File: src/rtl/fetch_ctrl_pkg.sv
// fetch_ctrl_pkg: shared types and widths for the instruction fetch controller.
//   ADDR_W / INSTR_W   : PROM address and instruction word widths
//   OP_HI / OP_LO      : opcode field bounds inside an instruction word
//   fetch_state_e      : controller state encoding
package fetch_ctrl_pkg;

  localparam int unsigned ADDR_W  = 8;
  localparam int unsigned INSTR_W = 15;
  localparam int unsigned OP_HI   = 14;
  localparam int unsigned OP_LO   = 11;
  localparam int unsigned OP_W    = OP_HI - OP_LO + 1;

  typedef logic [ADDR_W-1:0]  addr_t;
  typedef logic [INSTR_W-1:0] instr_t;
  typedef logic [OP_W-1:0]    opcode_t;

  typedef enum logic [1:0] {
    ST_IDLE    = 2'd0,
    ST_ISSUE   = 2'd1,
    ST_CAPTURE = 2'd2,
    ST_HOLD    = 2'd3
  } fetch_state_e;

endpackage

File: src/rtl/fetch_ctrl_if.sv
// fetch_ctrl_if: control, consumer handshake and PROM bus of the fetch controller.
//   START/HALT/STALL/JUMP/JUMP_ADDR : control inputs to the controller
//   PROM_OUT / P_COUNT              : registered PROM data in / address out
//   INSTR/INSTR_VALID               : instruction handed to the consumer
//   BUSY/HALTED                     : status
// modport master = fetch_ctrl side, modport slave = environment side.
interface fetch_ctrl_if;
  import fetch_ctrl_pkg::*;

  logic   START;
  logic   HALT;
  logic   STALL;
  logic   JUMP;
  addr_t  JUMP_ADDR;
  instr_t PROM_OUT;
  addr_t  P_COUNT;
  instr_t INSTR;
  logic   INSTR_VALID;
  logic   BUSY;
  logic   HALTED;

  modport master (
    input  START, HALT, STALL, JUMP, JUMP_ADDR, PROM_OUT,
    output P_COUNT, INSTR, INSTR_VALID, BUSY, HALTED
  );

  modport slave (
    output START, HALT, STALL, JUMP, JUMP_ADDR, PROM_OUT,
    input  P_COUNT, INSTR, INSTR_VALID, BUSY, HALTED
  );

endinterface

File: src/rtl/fetch_ctrl.sv
// fetch_ctrl: fetches instruction words from a registered PROM and hands them
// to a consumer with a valid/stall handshake. One instruction per 3 cycles
// (ISSUE -> CAPTURE -> HOLD) when the consumer never stalls.
// Ports:
//   CLK_FT  : clock, all state changes on rising edge
//   RESET   : synchronous active-high reset
//   bus     : fetch_ctrl_if.master (control, PROM bus, consumer handshake)
//   BP_ADDR : breakpoint address     (only with FETCH_CTRL_BREAKPOINT_EN)
//   BP_HIT  : sticky breakpoint flag (only with FETCH_CTRL_BREAKPOINT_EN)
// Parameters: RESET_PC (fetch address after reset), HALT_OP (stop opcode).
module fetch_ctrl
  import fetch_ctrl_pkg::*;
#(
  parameter addr_t   RESET_PC = 8'h00,
  parameter opcode_t HALT_OP  = 4'hF
) (
  input  logic              CLK_FT,
  input  logic              RESET,
`ifdef FETCH_CTRL_BREAKPOINT_EN
  input  logic [ADDR_W-1:0] BP_ADDR,
  output logic              BP_HIT,
`endif
  fetch_ctrl_if.master      bus
);

  fetch_state_e state_q, state_d;
  addr_t        pc_q, pc_d;
  addr_t        p_count_q, p_count_d;
  instr_t       instr_q, instr_d;
  logic         valid_q, valid_d;
  logic         busy_q, busy_d;
  logic         halted_q, halted_d;
  addr_t        nxt_addr;
`ifdef FETCH_CTRL_BREAKPOINT_EN
  logic         bp_hit_q, bp_hit_d;
`endif

  function automatic addr_t next_addr(input logic jump, input addr_t jump_addr,
                                      input addr_t pc);
    return jump ? jump_addr : pc;
  endfunction

  always_comb begin
    state_d   = state_q;
    pc_d      = pc_q;
    p_count_d = p_count_q;
    instr_d   = instr_q;
    halted_d  = halted_q;
`ifdef FETCH_CTRL_BREAKPOINT_EN
    bp_hit_d  = bp_hit_q;
`endif
    nxt_addr  = next_addr(bus.JUMP, bus.JUMP_ADDR, pc_q);

    unique case (state_q)
      ST_IDLE: begin
        if (bus.START && !bus.HALT) begin
          p_count_d = pc_q;
          halted_d  = 1'b0;
`ifdef FETCH_CTRL_BREAKPOINT_EN
          bp_hit_d  = 1'b0;
`endif
          state_d   = ST_ISSUE;
        end
      end
      ST_ISSUE: state_d = ST_CAPTURE;
      ST_CAPTURE: begin
        instr_d = bus.PROM_OUT;
        pc_d    = p_count_q + 1'b1;
        state_d = ST_HOLD;
      end
      ST_HOLD: begin
        // Acceptance: PC always takes the (possibly redirected) next address,
        // so a stop resumes from exactly where the stream would have gone.
        if (!bus.STALL) begin
          pc_d = nxt_addr;
          if (instr_q[OP_HI:OP_LO] == HALT_OP) begin
            halted_d = 1'b1;
            state_d  = ST_IDLE;
          end else if (bus.HALT) begin
            state_d  = ST_IDLE;
          end
`ifdef FETCH_CTRL_BREAKPOINT_EN
          else if (nxt_addr == BP_ADDR) begin
            bp_hit_d = 1'b1;
            state_d  = ST_IDLE;
          end
`endif
          else begin
            p_count_d = nxt_addr;
            state_d   = ST_ISSUE;
          end
        end
      end
      default: state_d = ST_IDLE;
    endcase

    // Status outputs are registered copies of the next state.
    valid_d = (state_d == ST_HOLD);
    busy_d  = (state_d != ST_IDLE);
  end

  always_ff @(posedge CLK_FT) begin
    if (RESET) begin
      state_q   <= ST_IDLE;
      pc_q      <= RESET_PC;
      p_count_q <= RESET_PC;
      instr_q   <= '0;
      valid_q   <= 1'b0;
      busy_q    <= 1'b0;
      halted_q  <= 1'b0;
`ifdef FETCH_CTRL_BREAKPOINT_EN
      bp_hit_q  <= 1'b0;
`endif
    end else begin
      state_q   <= state_d;
      pc_q      <= pc_d;
      p_count_q <= p_count_d;
      instr_q   <= instr_d;
      valid_q   <= valid_d;
      busy_q    <= busy_d;
      halted_q  <= halted_d;
`ifdef FETCH_CTRL_BREAKPOINT_EN
      bp_hit_q  <= bp_hit_d;
`endif
    end
  end

  assign bus.P_COUNT     = p_count_q;
  assign bus.INSTR       = instr_q;
  assign bus.INSTR_VALID = valid_q;
  assign bus.BUSY        = busy_q;
  assign bus.HALTED      = halted_q;
`ifdef FETCH_CTRL_BREAKPOINT_EN
  assign BP_HIT          = bp_hit_q;
`endif

endmodule

File: src/flat_wrapper.sv
// flat-port wrapper written by rule: the top's interface ports become plain ports
module fetch_ctrl_flat import fetch_ctrl_pkg::*;
#(
  parameter addr_t   RESET_PC = 8'h00,
  parameter opcode_t HALT_OP  = 4'hF
)
  (CLK_FT, RESET, bus_START, bus_HALT, bus_STALL, bus_JUMP, bus_JUMP_ADDR, bus_PROM_OUT, bus_P_COUNT, bus_INSTR, bus_INSTR_VALID, bus_BUSY, bus_HALTED);
  fetch_ctrl_if bus_i ();
  input  logic CLK_FT;
  input  logic RESET;
  input wire logic [$bits(bus_i.START)-1:0] bus_START;
  input wire logic [$bits(bus_i.HALT)-1:0] bus_HALT;
  input wire logic [$bits(bus_i.STALL)-1:0] bus_STALL;
  input wire logic [$bits(bus_i.JUMP)-1:0] bus_JUMP;
  input wire logic [$bits(bus_i.JUMP_ADDR)-1:0] bus_JUMP_ADDR;
  input wire logic [$bits(bus_i.PROM_OUT)-1:0] bus_PROM_OUT;
  output wire logic [$bits(bus_i.P_COUNT)-1:0] bus_P_COUNT;
  output wire logic [$bits(bus_i.INSTR)-1:0] bus_INSTR;
  output wire logic [$bits(bus_i.INSTR_VALID)-1:0] bus_INSTR_VALID;
  output wire logic [$bits(bus_i.BUSY)-1:0] bus_BUSY;
  output wire logic [$bits(bus_i.HALTED)-1:0] bus_HALTED;
  assign bus_i.START = bus_START;
  assign bus_i.HALT = bus_HALT;
  assign bus_i.STALL = bus_STALL;
  assign bus_i.JUMP = bus_JUMP;
  assign bus_i.JUMP_ADDR = bus_JUMP_ADDR;
  assign bus_i.PROM_OUT = bus_PROM_OUT;
  assign bus_P_COUNT = bus_i.P_COUNT;
  assign bus_INSTR = bus_i.INSTR;
  assign bus_INSTR_VALID = bus_i.INSTR_VALID;
  assign bus_BUSY = bus_i.BUSY;
  assign bus_HALTED = bus_i.HALTED;
  fetch_ctrl #(.RESET_PC(RESET_PC), .HALT_OP(HALT_OP)) u_core (.CLK_FT(CLK_FT), .RESET(RESET), .bus(bus_i));
endmodule
File: config.mk
export PLATFORM = sky130hd
export DESIGN_NAME = fetch_ctrl_flat
export DESIGN_NICKNAME = d
export VERILOG_FILES = /design/src/rtl/fetch_ctrl_pkg.sv /design/src/rtl/fetch_ctrl_if.sv /design/src/rtl/fetch_ctrl.sv /design/src/flat_wrapper.sv
export SDC_FILE = /design/constraint.sdc
export NUM_CORES = 1
export LEC_CHECK = 0
export ABC_AREA = 1
export ABC_CLOCK_PERIOD_IN_PS = 1680
export CAP_MARGIN = 10
export CORE_UTILIZATION = 40
export DETAILED_ROUTE_END_ITERATION = 7
export HOLD_SLACK_MARGIN = 0.03
export PLACE_DENSITY_LB_ADDON = 0.08
export SYNTH_ARGS = -nofsm -noshare
export SYNTH_HDL_FRONTEND = slang
export SYNTH_SLANG_ARGS = --single-unit
File: constraint.sdc
create_clock -name CLK_FT -period 1.68 [get_ports CLK_FT]
set_clock_uncertainty 0.1 [all_clocks]
set_input_delay 0.336 -clock CLK_FT [delete_from_list [all_inputs] [get_ports CLK_FT]]
set_output_delay 0.336 -clock CLK_FT [all_outputs]
set_load 0.005 [all_outputs]
==> results.txt, run 1 <==
- Setup slack on the worst reg-to-reg path comes out at 200 ps.
* Hold Violations, Final: 0
- Run status: completed
- Critical R2R Launch: u_core.state_q[1]
- CP Depth: 1
* FILL cells: 415
- The analysis attributes to cell leakage a power of 1.11 nW.
- Number of buffers inserted for hold repair after clock tree synthesis: 0
* Netlist Area Pre-Place: 1770 sq um
- Number of distinct library cells after synthesis: 25
* Clock tree from TritonCTS: yes
- After legalization and detailed placement, the total HPWL measured 3100 um.
* Critical path class: reg2out
- Count of input and output buffers: 54
* Launching instance or port of the critical path: u_core.bus.P_COUNT[6]
* Starting density of the core: 43.0%
- Count of vias placed by the detailed router: 1,799
- Synthesized flop and latch total: 36
- Vias per inst: 4.89
- Fraction of final layout cells with drive strength greater than 1: 12.3%
* Clock transition at the registers of the reported paths: 70 ps
- Remaining antenna violation count: 0
* Die Ht: 68.5 um
- Horiz. Die Dim: 68.5 um
* Synthesized Nets: 287
* Slew Limit Fails: 0
* Root Driver: clkbuf_8
- Peak VDD IR: 486 uV
* H-tree depth: 2
* First-pass GRT wire length: 7670 um
- Ordered list of cells on the worst path: clkdlybuf4s50_1
- Biggest area contributors in the synthesized netlist: dfxtp_1, nor2_1, nand2_1
- Cell Area, Placed: 2400 sq um
- The tightest min-delay check is of the reg2reg type.
- Buffer levels on the longest clock path: 2
- Setup violations remaining at the end of the flow were counted as 0.
- Number of standard cells in the layout, taps in and fillers out: 368
* Minimum setup slack after placement: -124 ps
* Post CTS Setup Buffer Count: 0
* Number of buffers created by CTS: 5
- Summed over all layers, the routed wires come to 4550 um.
- 55 I/O pins were placed.
- Largest stage delay on the critical path: 520 ps
* Ys Warns: 0
* Synth area leader: dfxtp_1
- Clock sink total: 36
* Core Rows: 23
- Commonest non-fill, non-tap cells in the layout: nor2_1, clkdlybuf4s50_1, nand2_1
* Critical path buffers and inverters: 1
- Crit-path slowest cell: clkdlybuf4s50_1
- Crit path setup slack, layout: 43.3 ps
- The via count of the first global-routing pass is 1,732.
* Worst-path maximum fanout: 4
- Synthesis produced a netlist whose cell count is 257.
- For the pin with the worst max-slew slack, the measured transition is 310 ps.
- Routed wire length per instance: 12.4 um
- Post-synthesis sequential area ratio: 40.7%
* Pre-Repair DR Iteration Count: 4
- Highest attainable clock frequency: 611 MHz
- After detailed routing, the number of remaining DRC violations is 0.
* Initial DRC Count: 117
- In this run the critical register-to-register path is captured at u_core.bus.P_COUNT[0].
- Residual overflow from global routing: 0
* Average footprint of a synthesized cell: 6.88 sq um
* Final cycle utilization of the critical path: 97.4%
* Number of antenna violations at the first check in global routing: 0
- The die covers 4690 sq um.
- The cell family contributing the most delay on the critical path is buffers and inverters.
* Critical Path Sink: bus_P_COUNT[6]
- Relative slew slack: 79.1%
* Setup repair after global routing missed its margin: false
* Cell area power density: 899 nW/um^2
* Data required time at the worst endpoint: 1240 ps
- Post-layout nets: 347
- Compared with the post-synthesis result, the final layout area differs by 44.0%.
* Total instance count after detailed placement: 359
- The worst setup path is launched from a register.
* Max-cap violations: 0
* Maximum number of pins on one net before global-route repair: 23
* Cells on worst reg2reg path: 7
* Routability congestion estimate: 0.859
- At the end of the flow the core is filled with cells to 61.9%.
- Element type at the critical path end: output pin
- Time the final worst path needs with I/O delays and setup: 1640 ps
- Clock insertion delay at the later pin of the skew report: 290 ps
* Inserted Diodes: 0
- The top cell type by area accounts for 40.7% of the synthesized area.
- After routing the design area is 2550 sq um.
- Standard cell core area: 4120 sq um
- Global routing consumed, over all layers together, 22.0% of the routing resources.
- Data arrives at the worst endpoint at 1200 ps.
## area by class of cell
| class | instances | area [sq um] | area share (%) |
|---|---|---|---|
| inverter | 33 | 130 | 5.11 |
| tap | 50 | 62.6 | 2.46 |
| clock buffer | 7 | 96.3 | 3.78 |
| sequential | 36 | 731 | 28.7 |
| multi-input combinational | 179 | 870 | 34.1 |
| timing repair buffer | 61 | 621 | 24.4 |
| timing repair inverter | 1 | 7.51 | 0.295 |
| clock inverter | 1 | 30.0 | 1.18 |
## metal layers
metal | up-vias | GRT usage [%] | share of wire (%)
met2 | 66 | 35.8 | 44
met1 | 790 | 28.0 | 47
li1 | 936 | - | -
met5 | - | 0 | 0
met4 | 0 | 9.64 | 1.6
met3 | 7 | 4.61 | 7.2
## how the worst min path moves through the flow
stage / from / endpoint / slack [ps] / cells after the start
final: u_core.bus.HALTED / u_core.bus.HALTED / 370 / 2
after global routing: u_core.bus.HALTED / u_core.bus.HALTED / 400 / 2
after CTS: u_core.bus.HALTED / u_core.bus.HALTED / 370 / 2
after detailed placement: u_core.bus.HALTED / u_core.bus.HALTED / 360 / 2
after global placement: u_core.bus.HALTED / u_core.bus.HALTED / 360 / 2
after floorplan: RESET / u_core.bus.HALTED / 310 / 1
## cell usage after synthesis, drive strengths merged
library cell,instances
nor2,55
nand2,47
dfxtp,36
o21ai,36
inv,33
nand3,17
a21oi,11
o211ai,7
buf,5
clkbuf,4
nand3b,2
ha,1
nand4,1
nor3,1
or2,1
## cells by family after synthesis
group                    Yosys count  synth area share, %
AND/OR/NAND/NOR                  124                 31.3
AO/OA/AOI/OAI                     54                 17.1
buffers and inverters             42                 10.1
flip-flops                        36                 40.7
adder cells (fa/ha/maj)            1                0.707
## metrics by stage
step	total power [W]	hold WS, ps	setup TNS [ps]
floorplan	0.00123	305	0
global placement	0.00146	357	-585
detailed placement	0.00146	359	-954
CTS	0.00231	372	0
global route	0.00241	396	0
finish	0.00229	369	0
## sequential cells by signal, indices dropped and copies added, names as in the netlist
register	cells
u_core.pc_q	8
u_core.bus.P_COUNT	8
u_core.state_q	2
u_core.bus.HALTED	1
u_core.bus.BUSY	1
u_core.bus.INSTR	15
u_core.bus.INSTR_VALID	1
## tightest hold or removal path, stage by stage, from the launching register on
cell and delay [ps]:
dfxtp_1 310, nand2_1 60, a21oi_1 50
## where the power goes
group,internal [W],switching (W)
logic,0.000248,0.000217
registers,0.000930,0.0000561
clock network,0.000524,0.000316
total,0.00170,0.000589
## repair_timing
action | 4_1_cts | 5_1_grt
resized for setup | 4 | 6
endpoints found under the setup margin | 4 | 5
gates cloned | 0 | 1
No activity file was read; power rests on OpenSTA's default activity.
==> run 2: changes to the inputs <==
--- a/config.mk
+++ b/config.mk
@@ -5,10 +5,9 @@
 export SDC_FILE = /design/constraint.sdc
 export NUM_CORES = 1
 export LEC_CHECK = 0
-export ABC_AREA = 1
 export ABC_CLOCK_PERIOD_IN_PS = 1680
 export CAP_MARGIN = 10
-export CORE_UTILIZATION = 40
+export CORE_UTILIZATION = 45
 export DETAILED_ROUTE_END_ITERATION = 7
 export HOLD_SLACK_MARGIN = 0.03
 export PLACE_DENSITY_LB_ADDON = 0.08
==> results.txt, run 2 <==
* Run status: completed (unchanged)
* Core Rows: 21 (was 23)
- Ordered list of cells on the worst path: or4b_4 -> o21ai_4 -> buf_12 -> nor2_1 -> a311oi_1 (was clkdlybuf4s50_1)
- The sequential cell area fraction in the yosys report was 44.4% (was 40.7%).
- Worst slew pin tran: 389 ps (was 310 ps)
- Remaining antenna violation count: 0 (unchanged)
- The fraction of synthesized cell area taken by the top area cell type came to 44.4% (was 40.7%).
- The ratio of final minimum period to clock period was 98.0% (was 97.4%).
- The simple-gate share of the synthesized area came to 25.3% (was 31.3%).
* Routability congestion estimate: 0.804 (was 0.859)
* Cell Area, Placed: 2320 sq um (was 2400 sq um)
- Post-route total power: 0.00186 W (was 0.00229 W)
- The net count after synthesis is 226 (was 287).
* Post-Route WL: 4520 um (was 4550 um)
- Average footprint of a synthesized cell: 8.27 sq um (was 6.88 sq um)
* WP data arrival: 1770 ps (was 1200 ps)
- Peak VDD IR: 515 uV (was 486 uV)
- The path category of the worst min-delay check is in2reg (was reg2reg).
* Residual overflow from global routing: 0 (unchanged)
- The total of buffers placed on input and output ports was 54 (unchanged).
* Netlist Area Pre-Place: 1620 sq um (was 1770 sq um)
- Number of enable flip-flop cells after synthesis: 0 (unchanged)
- The number of CTS-inserted buffers came to 5 (unchanged).
- Biggest area contributors in the synthesized netlist: dfxtp_1, nand2_1, a21oi_1 (was dfxtp_1, nor2_1, nand2_1)
* Inserted Diodes: 0 (unchanged)
- The total setup violations reported at the end of the flow is 0 (unchanged).
- The via count of the first global-routing pass was 1,488 (was 1,732).
* Count of vias placed by the detailed router: 1,693 (was 1,799)
* Slew Limit Fails: 0 (unchanged)
- The final period demand of the worst path is 1650 ps (was 1640 ps).
* Area share of xor/xnor cells in the synthesized design: 3.24% (was 0%)
* Standard cell core area: 3390 sq um (was 4120 sq um)
* Most common cell in the synthesized netlist: nand2_1 (was nor2_1)
- The flip-flop count of the largest register after layout is 15 (unchanged).
* Post-synth ARST share: 0% (unchanged)
* Max-cap violations: 0 (unchanged)
* Initial DRC Count: 78 (was 117)
- Clock sink total: 36 (unchanged)
- Register-to-register setup slack: 30 ps (was 200 ps)
* Clock insertion delay at the later pin of the skew report: 340 ps (was 290 ps)
- The height of the die is 62.0 um (was 68.5 um).
* Area taken by multi-input logic gates: 851 sq um (was 870 sq um)
- The net total in the final layout is 307 (was 347).
- The most frequently used flop master after synthesis is dfxtp_1 (unchanged).
* All-Layer GR Usage: 23.4% (was 22.0%)
- Buffer levels on the longest clock path: 2 (unchanged)
- Starting density of the core: 47.8% (was 43.0%)
- Crit-path slowest cell: or4b_4 (was clkdlybuf4s50_1)
- Commonest non-fill, non-tap cell in the layout: nand2_1
* Final core area utilization: 75.6% (was 61.9%)
- Commonest non-fill, non-tap cells in the layout: nand2_1, clkdlybuf4s50_1, buf_4 (was nor2_1, clkdlybuf4s50_1, nand2_1).
- Highest attainable clock frequency: 607 MHz (was 611 MHz)
* Number of standard cells in the layout, taps in and fillers out: 324 (was 368)
- The width of the die is 62.0 um (was 68.5 um).
- Total instance count after detailed placement: 304 (was 359)
* Post-Synthesis Cells: 196 (was 257)
- Multiplexer share of the synthesized area: 3.47% (was 0%)
- Area share of fa/ha/maj cells after synthesis: 0.772% (was 0.707%)
- The largest incremental delay on the critical path came to 540 ps (was 520 ps).
- The cell type with the largest total area after synthesis is dfxtp_1 (unchanged).
* Root Driver: clkbuf_4 (was clkbuf_8)
- Clock tree from TritonCTS: yes (unchanged)
- Synthesized flop and latch total: 36 (unchanged)
* Post-route cell area: 2560 sq um (was 2550 sq um)
- The number of top-level pins came to 55 (unchanged).
- The required arrival time at the worst endpoint came to 1800 ps (was 1240 ps).
- Critical path startpoint category: register (unchanged)
* Critical path class: reg2reg (was reg2out)
- Number of distinct library cells after synthesis: 33 (was 25)
- The gate family responsible for the most delay along the worst path is simple AND/OR/NAND/NOR gates (was buffers and inverters).
* Ys Warns: 0 (unchanged)
* Number of antenna violations at the first check in global routing: 0 (unchanged)
* First-pass GRT wire length: 6560 um (was 7670 um)
* Register cell area after layout: 757 sq um (was 731 sq um)
- The fraction of final layout cells with drive strength greater than 1 was 24.1% (was 12.3%).
- Relative slew slack: 73.7% (was 79.1%)
* Hold Violations, Final: 0 (unchanged)
* Tightest hold margin: 270 ps (was 369 ps)
* Detailed-route DRC error count: 0 (unchanged)
* Routed wire length per instance: 13.9 um (was 12.4 um)
- Maximum number of pins on one net before global-route repair: 21 (was 23)
- The detailed placer's ending HPWL is 3130 um (was 3100 um).
- The first-pass iteration count of the detailed router is 4 (unchanged).
- Most instantiated cells after synthesis: nand2_1, dfxtp_1, nor2_1 (was nor2_1, nand2_1, dfxtp_1)
- The number of hold buffers added after cts is 0 (unchanged).
* Critical path buffers and inverters: 1 (unchanged)
- The synthesis-to-finish area growth came to 57.9% (was 44.0%).
- Compound-cell area share of the yosys netlist: 19.2% (was 17.1%)
- The ratio of total power to cell area came to 727 nW/um^2 (was 899 nW/um^2).
- The leakage power figure is 1.06 nW (was 1.11 nW).
- The type of element capturing the critical path was a register (was output pin).
- The routed via count divided by cell count was 5.23 (was 4.89).
* Dominant combinational cell family by area after synthesis: simple AND/OR/NAND/NOR gates (unchanged)
* Full die area: 3850 sq um (was 4690 sq um)
- The H-tree depth is 2 (unchanged).
* FILL cells: 244 (was 415)
* Worst-path maximum fanout: 7 (was 4)
* Clock transition at the registers of the reported paths: 110 ps (was 70 ps)
-- run 2: cell count changes after synthesis, sizes merged, moves of 7 or more --
cell,delta
a311oi,+8
inv,-32
nand3,-13
nor2,-37
o211ai,-7
o21ai,-35
-- run 2: worst paths after layout --
kind                       start                     to  cells after the start
max reg2reg    u_core.state_q[1]  u_core.bus.P_COUNT[2]                      5
max            u_core.state_q[1]  u_core.bus.P_COUNT[2]                      5
min                     bus_HALT      u_core.state_q[0]                      4
min reg2reg  u_core.bus.INSTR[5]    u_core.bus.INSTR[5]                      2
-- run 2: cell families (layout without fill, tap and decap cells) --
logic type,after synthesis,count (layout)
AO/OA/AOI/OAI,43,43
XOR/XNOR,6,6
adder cells (fa/ha/maj),1,1
buffers and inverters,13,95
flip-flops,36,36
multiplexers,5,5
AND/OR/NAND/NOR,92,92
-- run 2: per-stage QoR --
step                worst slack [ps]  TNS [ps]
floorplan                       82.5         0
global placement                -322     -3340
detailed placement              -355     -3810
CTS                             2.21         0
global route                   -37.9     -37.9
finish                          33.2         0
-- run 2: cell type report --
class,instances,area share [%]
repair buffers,86,32.6
well taps,46,2.25
clock buffers,5,1.47
clock inverters,3,0.733
flip-flops and latches,36,29.6
inverters,1,0.147
multi-input cells,147,33.2
-- run 2: routing by layer --
metal / GRT usage [%] / share of wire (%)
met2: 40.3 / 52
met4: 8.89 / 1.0
met5: 0 / 0
met1: 29.0 / 42
met3: 4.35 / 5.6
-- run 2: timing repair --
item	4_1_cts	5_1_grt
pin swaps	0	4
gates cloned	0	1
gates resized for setup	18	20
setup endpoints to repair	13	25
setup buffers	2	9
-- run 2: worst reg2reg max path, stage by stage (launching register included) --
cell,delay (ps)
dfxtp_1,330
or4b_4,540
o21ai_4,110
buf_12,150
nor2_1,40
a311oi_1,260
-- run 2: where the power goes --
| group | internal [W] | switching [W] |
|---|---|---|
| sequential | 0.000912 | 0.0000389 |
| combinational | 0.000269 | 0.000192 |
| clock | 0.000160 | 0.000291 |
| total | 0.00134 | 0.000522 |
